[config.mk]
export PLATFORM = sky130hd
export DESIGN_NAME = meta_info_dispatcher
export DESIGN_NICKNAME = d
export VERILOG_FILES = /design/src/rtl/meta_info_dispatcher.sv
export SDC_FILE = /design/constraint.sdc
export NUM_CORES = 1
export LEC_CHECK = 0
export ABC_CLOCK_PERIOD_IN_PS = 2320
export CAP_MARGIN = 0
export CELL_PAD_IN_SITES_DETAIL_PLACEMENT = 1
export CELL_PAD_IN_SITES_GLOBAL_PLACEMENT = 1
export CORE_ASPECT_RATIO = 0.8
export CORE_MARGIN = 10
export CORE_UTILIZATION = 34
export DETAILED_ROUTE_END_ITERATION = 16
export PLACE_DENSITY_LB_ADDON = 0.05
export SLEW_MARGIN = 20
export SYNTH_ARGS = -nofsm -noshare
export SYNTH_HDL_FRONTEND = slang
export SYNTH_SLANG_ARGS = --single-unit
[constraint.sdc]
create_clock -name clk_i -period 2.32 [get_ports clk_i]
set_clock_uncertainty 0.2 [all_clocks]
set_input_delay 0.348 -clock clk_i [delete_from_list [all_inputs] [get_ports clk_i]]
set_output_delay 0.348 -clock clk_i [all_outputs]
set_load 0.02 [all_outputs]
[src/rtl/meta_info_dispatcher.sv]
// rtl/meta_info_dispatcher.sv - credit-limited one-entry dispatcher to seq/shuffle consumers (option: META_DISPATCH_PERF_EN)
module meta_info_dispatcher #(
    parameter type         meta_ctrl_t    = logic,
    parameter int unsigned MaxOutstanding = 4,
    parameter int unsigned CntW           = $clog2(MaxOutstanding + 1)
) (
    input  logic       clk_i,
    input  logic       rst_ni,
    input  logic       meta_info_valid_i,
    output logic       meta_info_ready_o,
    input  meta_ctrl_t meta_info_i,
    output logic       seq_valid_o,
    input  logic       seq_ready_i,
    output meta_ctrl_t seq_o,
    input  logic       seq_done_i,
    output logic       shf_valid_o,
    input  logic       shf_ready_i,
    output meta_ctrl_t shf_o,
    input  logic       shf_done_i,
    output logic       idle_o,
    output logic       err_o
`ifdef META_DISPATCH_PERF_EN
    ,
    output logic [31:0] stall_seq_cnt_o,
    output logic [31:0] stall_shf_cnt_o
`endif
);

    localparam logic [CntW-1:0] CntMax = CntW'(MaxOutstanding);

    logic            full_q;
    meta_ctrl_t      data_q;
    logic            seq_sent_q, shf_sent_q;
    logic [CntW-1:0] seq_cnt_q, shf_cnt_q;
    logic            err_q;

    logic seq_hs, shf_hs, retire, accept;
    logic seq_credit, shf_credit;

    assign seq_credit = (seq_cnt_q < CntMax);
    assign shf_credit = (shf_cnt_q < CntMax);

    assign seq_valid_o = full_q & ~seq_sent_q & seq_credit;
    assign shf_valid_o = full_q & ~shf_sent_q & shf_credit;
    assign seq_o       = data_q;
    assign shf_o       = data_q;

    assign seq_hs = seq_valid_o & seq_ready_i;
    assign shf_hs = shf_valid_o & shf_ready_i;

    // Retire bypass into ready keeps a sustained stream at one entry per cycle.
    assign retire            = full_q & (seq_sent_q | seq_hs) & (shf_sent_q | shf_hs);
    assign meta_info_ready_o = ~full_q | retire;
    assign accept            = meta_info_valid_i & meta_info_ready_o;

    assign idle_o = ~full_q & (seq_cnt_q == '0) & (shf_cnt_q == '0);
    assign err_o  = err_q;

    function automatic logic [CntW-1:0] next_cnt(input logic [CntW-1:0] cnt,
                                                 input logic hs, input logic done);
        logic [CntW-1:0] res;
        res = cnt;
        if (hs && !done) begin
            res = cnt + 1'b1;
        end else if (!hs && done && cnt != '0) begin
            res = cnt - 1'b1;
        end
        return res;
    endfunction

    always_ff @(posedge clk_i or negedge rst_ni) begin
        if (!rst_ni) begin
            full_q     <= 1'b0;
            data_q     <= '0;
            seq_sent_q <= 1'b0;
            shf_sent_q <= 1'b0;
        end else if (accept) begin
            full_q     <= 1'b1;
            data_q     <= meta_info_i;
            seq_sent_q <= 1'b0;
            shf_sent_q <= 1'b0;
        end else if (retire) begin
            full_q     <= 1'b0;
            seq_sent_q <= 1'b0;
            shf_sent_q <= 1'b0;
        end else begin
            if (seq_hs) seq_sent_q <= 1'b1;
            if (shf_hs) shf_sent_q <= 1'b1;
        end
    end

    // A done pulse with nothing in flight is a consumer protocol violation.
    always_ff @(posedge clk_i or negedge rst_ni) begin
        if (!rst_ni) begin
            seq_cnt_q <= '0;
            shf_cnt_q <= '0;
            err_q     <= 1'b0;
        end else begin
            seq_cnt_q <= next_cnt(seq_cnt_q, seq_hs, seq_done_i);
            shf_cnt_q <= next_cnt(shf_cnt_q, shf_hs, shf_done_i);
            if ((seq_done_i && !seq_hs && seq_cnt_q == '0) ||
                (shf_done_i && !shf_hs && shf_cnt_q == '0)) begin
                err_q <= 1'b1;
            end
        end
    end

`ifdef META_DISPATCH_PERF_EN
    logic [31:0] stall_seq_q, stall_shf_q;

    always_ff @(posedge clk_i or negedge rst_ni) begin
        if (!rst_ni) begin
            stall_seq_q <= '0;
            stall_shf_q <= '0;
        end else begin
            if (full_q && !seq_sent_q && !seq_credit && stall_seq_q != 32'hFFFF_FFFF)
                stall_seq_q <= stall_seq_q + 32'd1;
            if (full_q && !shf_sent_q && !shf_credit && stall_shf_q != 32'hFFFF_FFFF)
                stall_shf_q <= stall_shf_q + 32'd1;
        end
    end

    assign stall_seq_cnt_o = stall_seq_q;
    assign stall_shf_cnt_o = stall_shf_q;
`endif

endmodule

Word-level counts from Yosys, hierarchy flattened
Index checks and enable logic that the tools add are counted.
{"block": "op_classes", "n_mux": 12, "addsub": 4, "order_cmp": 2, "bitwise": 17, "n_reduce_logical": 22}
{"cell": "2-to-1 mux 3 bit", "n": 4}
{"cell": "nonzero test 3 bit", "n": 4}
{"cell": "bitwise AND 1 bit", "n": 11}
{"cell": "logical AND 1 bit", "n": 8}
{"cell": "2-to-1 mux 1 bit", "n": 8}
{"cell": "adder 3 x 1 -> 3 bit (second input constant)", "n": 2}
{"cell": "logical NOT 3 bit", "n": 2}
{"cell": "< comparator 3 bit (second input constant)", "n": 2}
{"cell": "nonzero test 2 bit", "n": 3}
{"cell": "subtractor 3 x 1 -> 3 bit (second input constant)", "n": 2}
{"cell": "logical NOT 1 bit", "n": 4}
{"cell": "inverter 1 bit", "n": 3}
{"cell": "OR 1 bit", "n": 3}
{"cell": "logical OR 1 bit", "n": 1}
{"block": "totals", "input_bits": 8, "ff_bits": 11}

Logic depth before layout (Yosys ltp)
Gate-level depths: netlist (run 1).
{"block": "depth", "word_depth": 10, "mapped_depth": 7, "depth_no_buf": 5}

Worst setup path before layout (run 1)
No wires, ideal clock.
{"block": "synth_timing", "path_type": "flip-flop to flip-flop", "startpoint": "register seq_cnt_q[2]", "endpoint": "register seq_cnt_q[2]", "slack_ns": 0.020, "required_ns": 2.033, "path_buffers": 2, "stages_incl_launch_ff": 8, "arrival_time_ns": 2.013, "setup_ns": 0.087, "cell_sequence": "dfrtp_1 > clkbuf_1 > nor4bb_1 > clkbuf_2 > nand2_1 > fa_1 > or4_1 > o211ai_1"}
{"block": "synth_via", "elab_chain_len": 7}
{"item": "start: declaration", "line_no": "34", "text": "logic [CntW-1:0] seq_cnt_q, shf_cnt_q;"}
{"item": "start signal: assignment", "line_no": "99", "text": "seq_cnt_q <= next_cnt(seq_cnt_q, seq_hs, seq_done_i);"}
{"item": "< comparator 3 bit", "line_no": "40", "text": "assign seq_credit = (seq_cnt_q < CntMax);"}
{"item": "bitwise AND 1 bit", "line_no": "43", "text": "assign seq_valid_o = full_q & ~seq_sent_q & seq_credit;"}
{"item": "bitwise AND 1 bit", "line_no": "48", "text": "assign seq_hs = seq_valid_o & seq_ready_i;"}
{"item": "logical NOT 1 bit", "line_no": "65", "text": "end else if (!hs && done && cnt != '0) begin"}
{"item": "logical AND 1 bit (2 in a row)", "line_no": "65"}
{"item": "nonzero test 2 bit (no source line)"}
Several ways; a longest one is shown, not always the timed one. The select of a mux whose other input is x is not followed.
A chain may end at the register's enable or synchronous reset.

Worst setup path after layout (run 1)
{"block": "layout_timing", "startpoint": "input seq_ready_i", "endpoint": "register seq_cnt_q[2]"}
{"block": "layout_via", "elab_chain_len": 5}
{"item": "start: declaration", "line_no": "13", "text": "input logic seq_ready_i,"}
{"item": "bitwise AND 1 bit *", "line_no": "48"}
{"item": "logical NOT 1 bit", "line_no": "65"}
{"item": "logical AND 1 bit (2 in a row)", "line_no": "65"}
{"item": "nonzero test 2 bit (no source line)"}
Every way passes the cells marked *; elsewhere a longest branch is shown, timed or not.

==> flow_metrics.py, run 1 <==
metrics = {
    "logic_synthesis": {
        "yosysSeqAreaShare_pct": 37.23,
        "synth.net_count": 85,
        "yosys.area_share.adder_pct": 5.415,
        "netlist_instances": 75,
        "synth-seq-cells": 11,
        "yosys_warnings": 0,
        "synth-xor-area-share_pct": 2.369,
        "synth_area_um2": 739.5,
        "synth-simple-area-share_pct": 27.41,
        "netlist-cell-type-count": 41,
        "synthMuxAreaShare_pct": 5.584,
        "avgSynthCellArea_um2": 9.859,
        "synth-compound-area-share_pct": 17.43,
        "synth_top_family_by_area": "simple AND/OR/NAND/NOR gates",
    },
    "pwr": {
        "pwr-share-comb_pct": 65.1,
        "seq_power_share_pct": 25.3,
        "power.total_mw": 1.355,
        "clkPwrFrac_pct": 9.6,
        "ir_worst_vdd_uv": 674.3,
        "p_switching_uw": 539.6,
        "p_sw_share_pct": 39.84,
        "powerDensity_nw_per_um2": 1277,
        "p_leak_nw": 0.4944,
        "intPower_uw": 815.0,
    },
    "final_layout": {
        "fin_area_um2": 1061,
        "multi_input_area_um2": 445.4,
        "fin_nets": 117,
        "final_util_pct": 50.03,
        "drive_gt1_share_pct": 27.36,
        "antenna_cells_inserted": 0,
        "layout_common_cells": "18 x buf_4, 10 x dfrtp_1, 10 x clkdlybuf4s50_1",
        "seqCellArea_um2": 276.5,
        "final_common_cell": "buf_4",
        "area_delta_synth_final_pct": 43.49,
        "fillCellCount": 246,
    },
    "timing": {
        "holdWs_ns": 0.2179,
        "clock.fmax_mhz": 444.6,
        "setup_viol": 0,
        "drv_slew": 0,
        "final.min_clock_period_ns": 2.249,
        "hold_viol": 0,
        "worst-slew-pin-transition_ns": 0.5090,
        "fin_crit_sh_pct": 96.95,
        "fin_tns_setup_ns": 0,
        "max_slew_margin_pct": 65.96,
    },
    "drt": {
        "drt_iter0_drc": 27,
        "first_pass_iters": 2,
        "route.detailed.drc": 0,
        "wirelength_um": 1904,
        "vias": 672,
        "viasPerCell": 5.130,
        "avgRoutedWirePerCell_um": 14.53,
        "ant_nets": 0,
    },
    "global_route": {
        "grt_max_degree": 12,
        "track_usage_pct": 9.112,
        "grt_pass1_wl_um": 3256,
        "overflow": 0,
        "grt_pass1_vias": 735,
        "antenna_found_initial": 0,
    },
    "place": {
        "placed_area_um2": 1020,
        "gp_congestion": 0.7590,
        "io_buffer_count": 14,
        "place_hpwl_um": 1538,
    },
    "floorplan": {
        "io_pins": 15,
        "die_w_um": 72.14,
        "coreArea_um2": 2121,
        "die_height_um": 61.71,
        "rows": 15,
        "die_area_um2": 4452,
        "start_util_pct": 34.87,
    },
    "setup_path": {
        "cp_top_family": "simple AND/OR/NAND/NOR gates",
        "worstPathArrival_ns": 2.24,
        "critPathBufInv": 1,
        "required_ns": 2.31,
        "end_kind": "flop",
        "path_cells": "clkdlybuf4s50_1 -> nor4bb_4 -> nand2_1 -> fa_1 -> or4_1 -> o211ai_1",
        "path_class": "in -> reg",
        "crit_path_max_incr_delay_ns": 0.49,
        "worst-path-max-fanout": 2,
        "startpoint_type": "input pin",
        "slowest_stage": "clkdlybuf4s50_1",
    },
    "cts": {
        "cts_setup_buffers": 0,
        "clock-sinks": 11,
        "clock_path_buffers": 2,
        "clkTransAtPathRegs_ns": 0.07,
        "cts_made_buffers": 3,
        "hold_buffers": 0,
        "ctsHtreeMaxLevel": 1,
        "insertion_delay_ns": 0.27,
        "cts_tree": "built",
        "root_buffer": "clkbuf_4",
    },
    "outcome": {
        "status": "finished clean",
    },
    "flow_run": {
        "maxCapViolCount": 0,
    },
    "worst_hold_path": {
        "hold_path_class": "in -> async",
    },
}
[layout make-up]
| type | instances | area share (%) |
|---|---|---|
| Multi-Input combinational cell | 57 | 41.98 |
| Sequential cell | 11 | 26.06 |
| Timing Repair Buffer | 32 | 25.83 |
| Tap cell | 25 | 2.948 |
| Clock buffer | 4 | 2.476 |
| Inverter | 2 | 0.7075 |
[state kept, by name, indices dropped and copies added, names as in the netlist]
name        count
err_o           1
full_q          1
seq_cnt_q       3
seq_o           1
seq_sent_q      1
shf_cnt_q       3
shf_sent_q      1
[synthesized netlist by cell type (all sizes together)]
master   number  area [um^2]
a211o         1        8.760
a21o          2        15.01
a21oi         2        10.01
a221o         1        10.01
a2bb2oi       1        8.760
a32o          1        10.01
a32oi         1        8.760
and2b         1        7.510
and3          1        11.26
and4bb        1        12.51
buf           3        17.52
clkbuf        2        8.750
dfrtp        11        275.3
fa            2        40.04
inv           2        7.510
mux2          1        11.26
mux2i         3        30.03
nand2         4        15.01
nand2b        2        12.51
nand3         2        10.01
nand3b        1        7.510
nand4bb       2        22.52
nor2          8        30.03
nor2b         2        12.51
nor3          1        5.000
nor4          1        6.260
nor4b         1        8.760
nor4bb        1        10.01
o211ai        1        7.510
o21ai         2        10.01
o21ba         1        10.01
o221ai        1        8.760
o22a          1        8.760
o22ai         2        12.51
or2           1        6.260
or3           2        17.52
or4           1        7.510
xnor2         2        17.52
[through the flow]
step / instances / setup slack, ns
finish: 131 / 0.07068
global route: 131 / -0.002141
CTS: 131 / 0.006021
detailed placement: 127 / -0.3637
global placement: 127 / -0.2268
floorplan: 75 / 0.02026
[final timing paths]
| check | startpoint | endpoint | slack [ns] | cells past startpoint |
|---|---|---|---|---|
| min reg2reg | err_o | err_o | 0.28 | 1 |
| min | rst_ni | shf_cnt_q[2] | 0.22 | 1 |
| max in group asynchronous | rst_ni | seq_sent_q | 1.34 | 1 |
| max reg2reg | seq_sent_q | seq_cnt_q[2] | 0.11 | 5 |
| max | seq_ready_i | seq_cnt_q[2] | 0.07 | 6 |
| min in group clk_i | err_o | err_o | 0.28 | 1 |
[layer usage]
metal	global-route usage, %	vias to the layer above	share of wire, %
li1	-	343	-
met1	11.52	316	51
met2	14.07	11	43
met3	4.603	2	5.7
met4	0.8264	0	0.32
met5	0	-	0
[logic make-up (layout without fill, tap and decap cells)]
logic type	after synthesis	in the layout
AND/OR/NAND/NOR	32	32
flip-flops	11	11
multiplexers	4	4
XOR/XNOR	2	2
buffers and inverters	7	38
adder cells (fa/ha/maj)	2	2
AO/OA/AOI/OAI	17	17
[timing repair]
action | in CTS | in global routing
resized for setup | 4 | 6
endpoints found under the setup margin | 3 | 4
pin swaps | 0 | 1
[power groups by stage]
stage | sequential [mW] | combinational, mW | clock (mW)
after floorplan | 0.369 | 0.500 | 0
after global placement | 0.335 | 0.875 | 0
after detailed placement | 0.335 | 0.889 | 0
after CTS | 0.341 | 0.897 | 0.137
after global routing | 0.354 | 0.988 | 0.146
final | 0.343 | 0.881 | 0.131
Power figures use the tool's default switching activity.
==> run 2, diff against run 1 <==
--- a/config.mk
+++ b/config.mk
@@ -14,7 +14,6 @@
 export CORE_UTILIZATION = 34
 export DETAILED_ROUTE_END_ITERATION = 16
 export PLACE_DENSITY_LB_ADDON = 0.05
-export SLEW_MARGIN = 20
 export SYNTH_ARGS = -nofsm -noshare
 export SYNTH_HDL_FRONTEND = slang
 export SYNTH_SLANG_ARGS = --single-unit
==> results of run 2 <==
Final layout, timing and power as in run 1 (identical DEF).
==> run 3, diff against run 2 <==
--- a/config.mk
+++ b/config.mk
@@ -5,7 +5,7 @@
 export SDC_FILE = /design/constraint.sdc
 export NUM_CORES = 1
 export LEC_CHECK = 0
-export ABC_CLOCK_PERIOD_IN_PS = 2320
+export ABC_CLOCK_PERIOD_IN_PS = 2000
 export CAP_MARGIN = 0
 export CELL_PAD_IN_SITES_DETAIL_PLACEMENT = 1
 export CELL_PAD_IN_SITES_GLOBAL_PLACEMENT = 1
@@ -13,6 +13,7 @@
 export CORE_MARGIN = 10
 export CORE_UTILIZATION = 34
 export DETAILED_ROUTE_END_ITERATION = 16
+export GPL_TIMING_DRIVEN = 0
 export PLACE_DENSITY_LB_ADDON = 0.05
 export SYNTH_ARGS = -nofsm -noshare
 export SYNTH_HDL_FRONTEND = slang
==> constraint.sdc (replaced) <==
create_clock -name clk_i -period 2 [get_ports clk_i]
set_clock_uncertainty 0.2 [all_clocks]
set_input_delay 0.3 -clock clk_i [delete_from_list [all_inputs] [get_ports clk_i]]
set_output_delay 0.3 -clock clk_i [all_outputs]
set_load 0.02 [all_outputs]
==> run 3 against run 2 <==
The run now ends with negative setup slack left. Hold slack worse by 0.060 ns. Die area stayed put. First-iteration DRC count is 7.4% lower. Highest routed layer unchanged.
==> flow_metrics.py, run 3 (synthesized netlist as in run 1, its figures left out) <==
metrics = {
    "outcome": {
        "status": "finished, violations left",
        "violations": "negative setup slack",
    },
    "setup_path": {
        "worstPathArrival_ns": 2.25,
        "critPathBufInv": 1,
        "end_kind": "flop",
        "path_class": "reg -> reg",
        "crit_path_max_incr_delay_ns": 0.47,
        "required_ns": 2.00,
        "path_cells": "nor4bb_1 -> clkbuf_4 -> nand2_2 -> fa_2 -> or4_1 -> o211ai_1",
        "slowest_stage": "or4_1",
        "cp_top_family": "simple AND/OR/NAND/NOR gates",
        "worst-path-max-fanout": 2,
        "startpoint_type": "flop",
    },
    "global_route": {
        "grt_max_degree": 12,
        "grt_pass1_wl_um": 3291,
        "overflow": 0,
        "antenna_found_initial": 0,
        "track_usage_pct": 9.514,
        "grt_pass1_vias": 703,
    },
    "floorplan": {
        "coreArea_um2": 2121,
        "die_w_um": 72.14,
        "rows": 15,
        "die_area_um2": 4452,
        "io_pins": 15,
        "start_util_pct": 34.87,
        "die_height_um": 61.71,
    },
    "final_layout": {
        "final_util_pct": 51.15,
        "top_regs": "seq_cnt_q: 3 flops, shf_cnt_q: 3 flops",
        "final_common_cell": "buf_4",
        "layout.cells.non_filler": 131,
        "fin_nets": 117,
        "seqCellArea_um2": 277.8,
        "fillCellCount": 251,
        "drive_gt1_share_pct": 37.74,
        "layout_common_cells": "16 x buf_4, 9 x dfrtp_1, 8 x clkdlybuf4s50_1",
        "fin_area_um2": 1085,
        "area_delta_synth_final_pct": 46.70,
        "multi_input_area_um2": 471.7,
        "antenna_cells_inserted": 0,
    },
    "drt": {
        "vias": 698,
        "viasPerCell": 5.328,
        "ant_nets": 0,
        "route.detailed.drc": 0,
        "first_pass_iters": 4,
        "avgRoutedWirePerCell_um": 16.58,
        "wirelength_um": 2172,
        "drt_iter0_drc": 25,
    },
    "cts": {
        "insertion_delay_ns": 0.28,
        "cts_tree": "built",
        "clock-sinks": 11,
        "clkTransAtPathRegs_ns": 0.09,
        "ctsHtreeMaxLevel": 1,
        "cts_made_buffers": 3,
        "clock_path_buffers": 2,
        "root_buffer": "clkbuf_4",
    },
    "timing": {
        "worst-slew-pin-transition_ns": 0.5399,
        "fin_tns_setup_ns": -0.3130,
        "clock.fmax_mhz": 444.7,
        "hold_viol": 0,
        "final.min_clock_period_ns": 2.249,
        "rsz0062_at_grt": "true",
        "fin_crit_sh_pct": 112.4,
        "drv_slew": 0,
        "setup_ws_ns": -0.2487,
        "max_slew_margin_pct": 63.89,
        "setup_viol": 3,
    },
    "place": {
        "place_hpwl_um": 1461,
        "gp_congestion": 0.6776,
        "place_inst": 114,
        "io_buffer_count": 14,
        "placed_area_um2": 923.4,
    },
    "pwr": {
        "p_leak_nw": 0.4866,
        "ir_worst_vdd_uv": 833.0,
        "powerDensity_nw_per_um2": 1536,
    },
    "worst_hold_path": {
        "hold_path_class": "in -> async",
    },
    "flow_run": {
        "maxCapViolCount": 0,
    },
}
[run 3: cell types whose count changed in the layout (fill, tap and decap cells not counted), sizes merged]
| cell | previous run | this run |
|---|---|---|
| clkdlybuf4s50 | 10 | 8 |
| dlymetal6s2s | 2 | 1 |
| buf | 18 | 19 |
| clkbuf | 5 | 6 |
| dlygate4sd2 | 1 | 2 |
[run 3: per-stage QoR]
stage	worst slack (ns)	hold slack, ns	power [mW]
6_report	-0.2487	0.1579	1.666
5_1_grt	-0.3965	0.1837	1.809
4_1_cts	-0.2585	0.1869	1.514
3_5_place_dp	-0.7300	0.2678	1.316
3_3_place_gp	-0.6824	0.2537	1.281
2_1_floorplan	-0.2406	-0.1956	1.032
[run 3: worst paths after layout]
kind / start / end / slack, ns / depth (start not counted)
setup reg to reg: seq_cnt_q[2] / seq_cnt_q[2] / -0.25 / 6
hold reg to reg: err_o / err_o / 0.28 / 1
min in group clk_i: err_o / err_o / 0.28 / 1
hold / removal: rst_ni / seq_cnt_q[1] / 0.16 / 1
max in group asynchronous: rst_ni / shf_cnt_q[2] / 1.06 / 1
setup / recovery: seq_cnt_q[2] / seq_cnt_q[2] / -0.25 / 6
[run 3: area by class of cell]
| type | instances | area share [%] |
|---|---|---|
| timing repair buffer | 29 | 22.49 |
| clock buffer | 4 | 2.422 |
| buffer | 3 | 2.422 |
| sequential | 11 | 25.61 |
| inverter | 2 | 0.6920 |
| multi-input combinational | 57 | 43.48 |
| tap | 25 | 2.884 |
[run 3: power by group]
part | switching, mW | total (mW) | internal (mW)
registers | 0.123 | 0.447 | 0.324
clock network | 0.0897 | 0.167 | 0.0774
logic | 0.484 | 1.05 | 0.569
[run 3: repair_timing]
| action | 4_1_cts | 5_1_grt |
|---|---|---|
| hold buffers | 0 | 0 |
| setup endpoints to repair | 8 | 6 |
| gates resized for setup | 22 | 13 |
| pin swaps | 4 | 7 |
| setup buffers | 3 | 12 |
[run 3: layer usage]
layer / track usage (%) / up-vias / wire, um
li1: - / 342 / -
met1: 10.68 / 339 / 953
met2: 15.94 / 13 / 1060
met3: 5.079 / 4 / 126
met4: 1.653 / 0 / 32
met5: 0 / - / 0
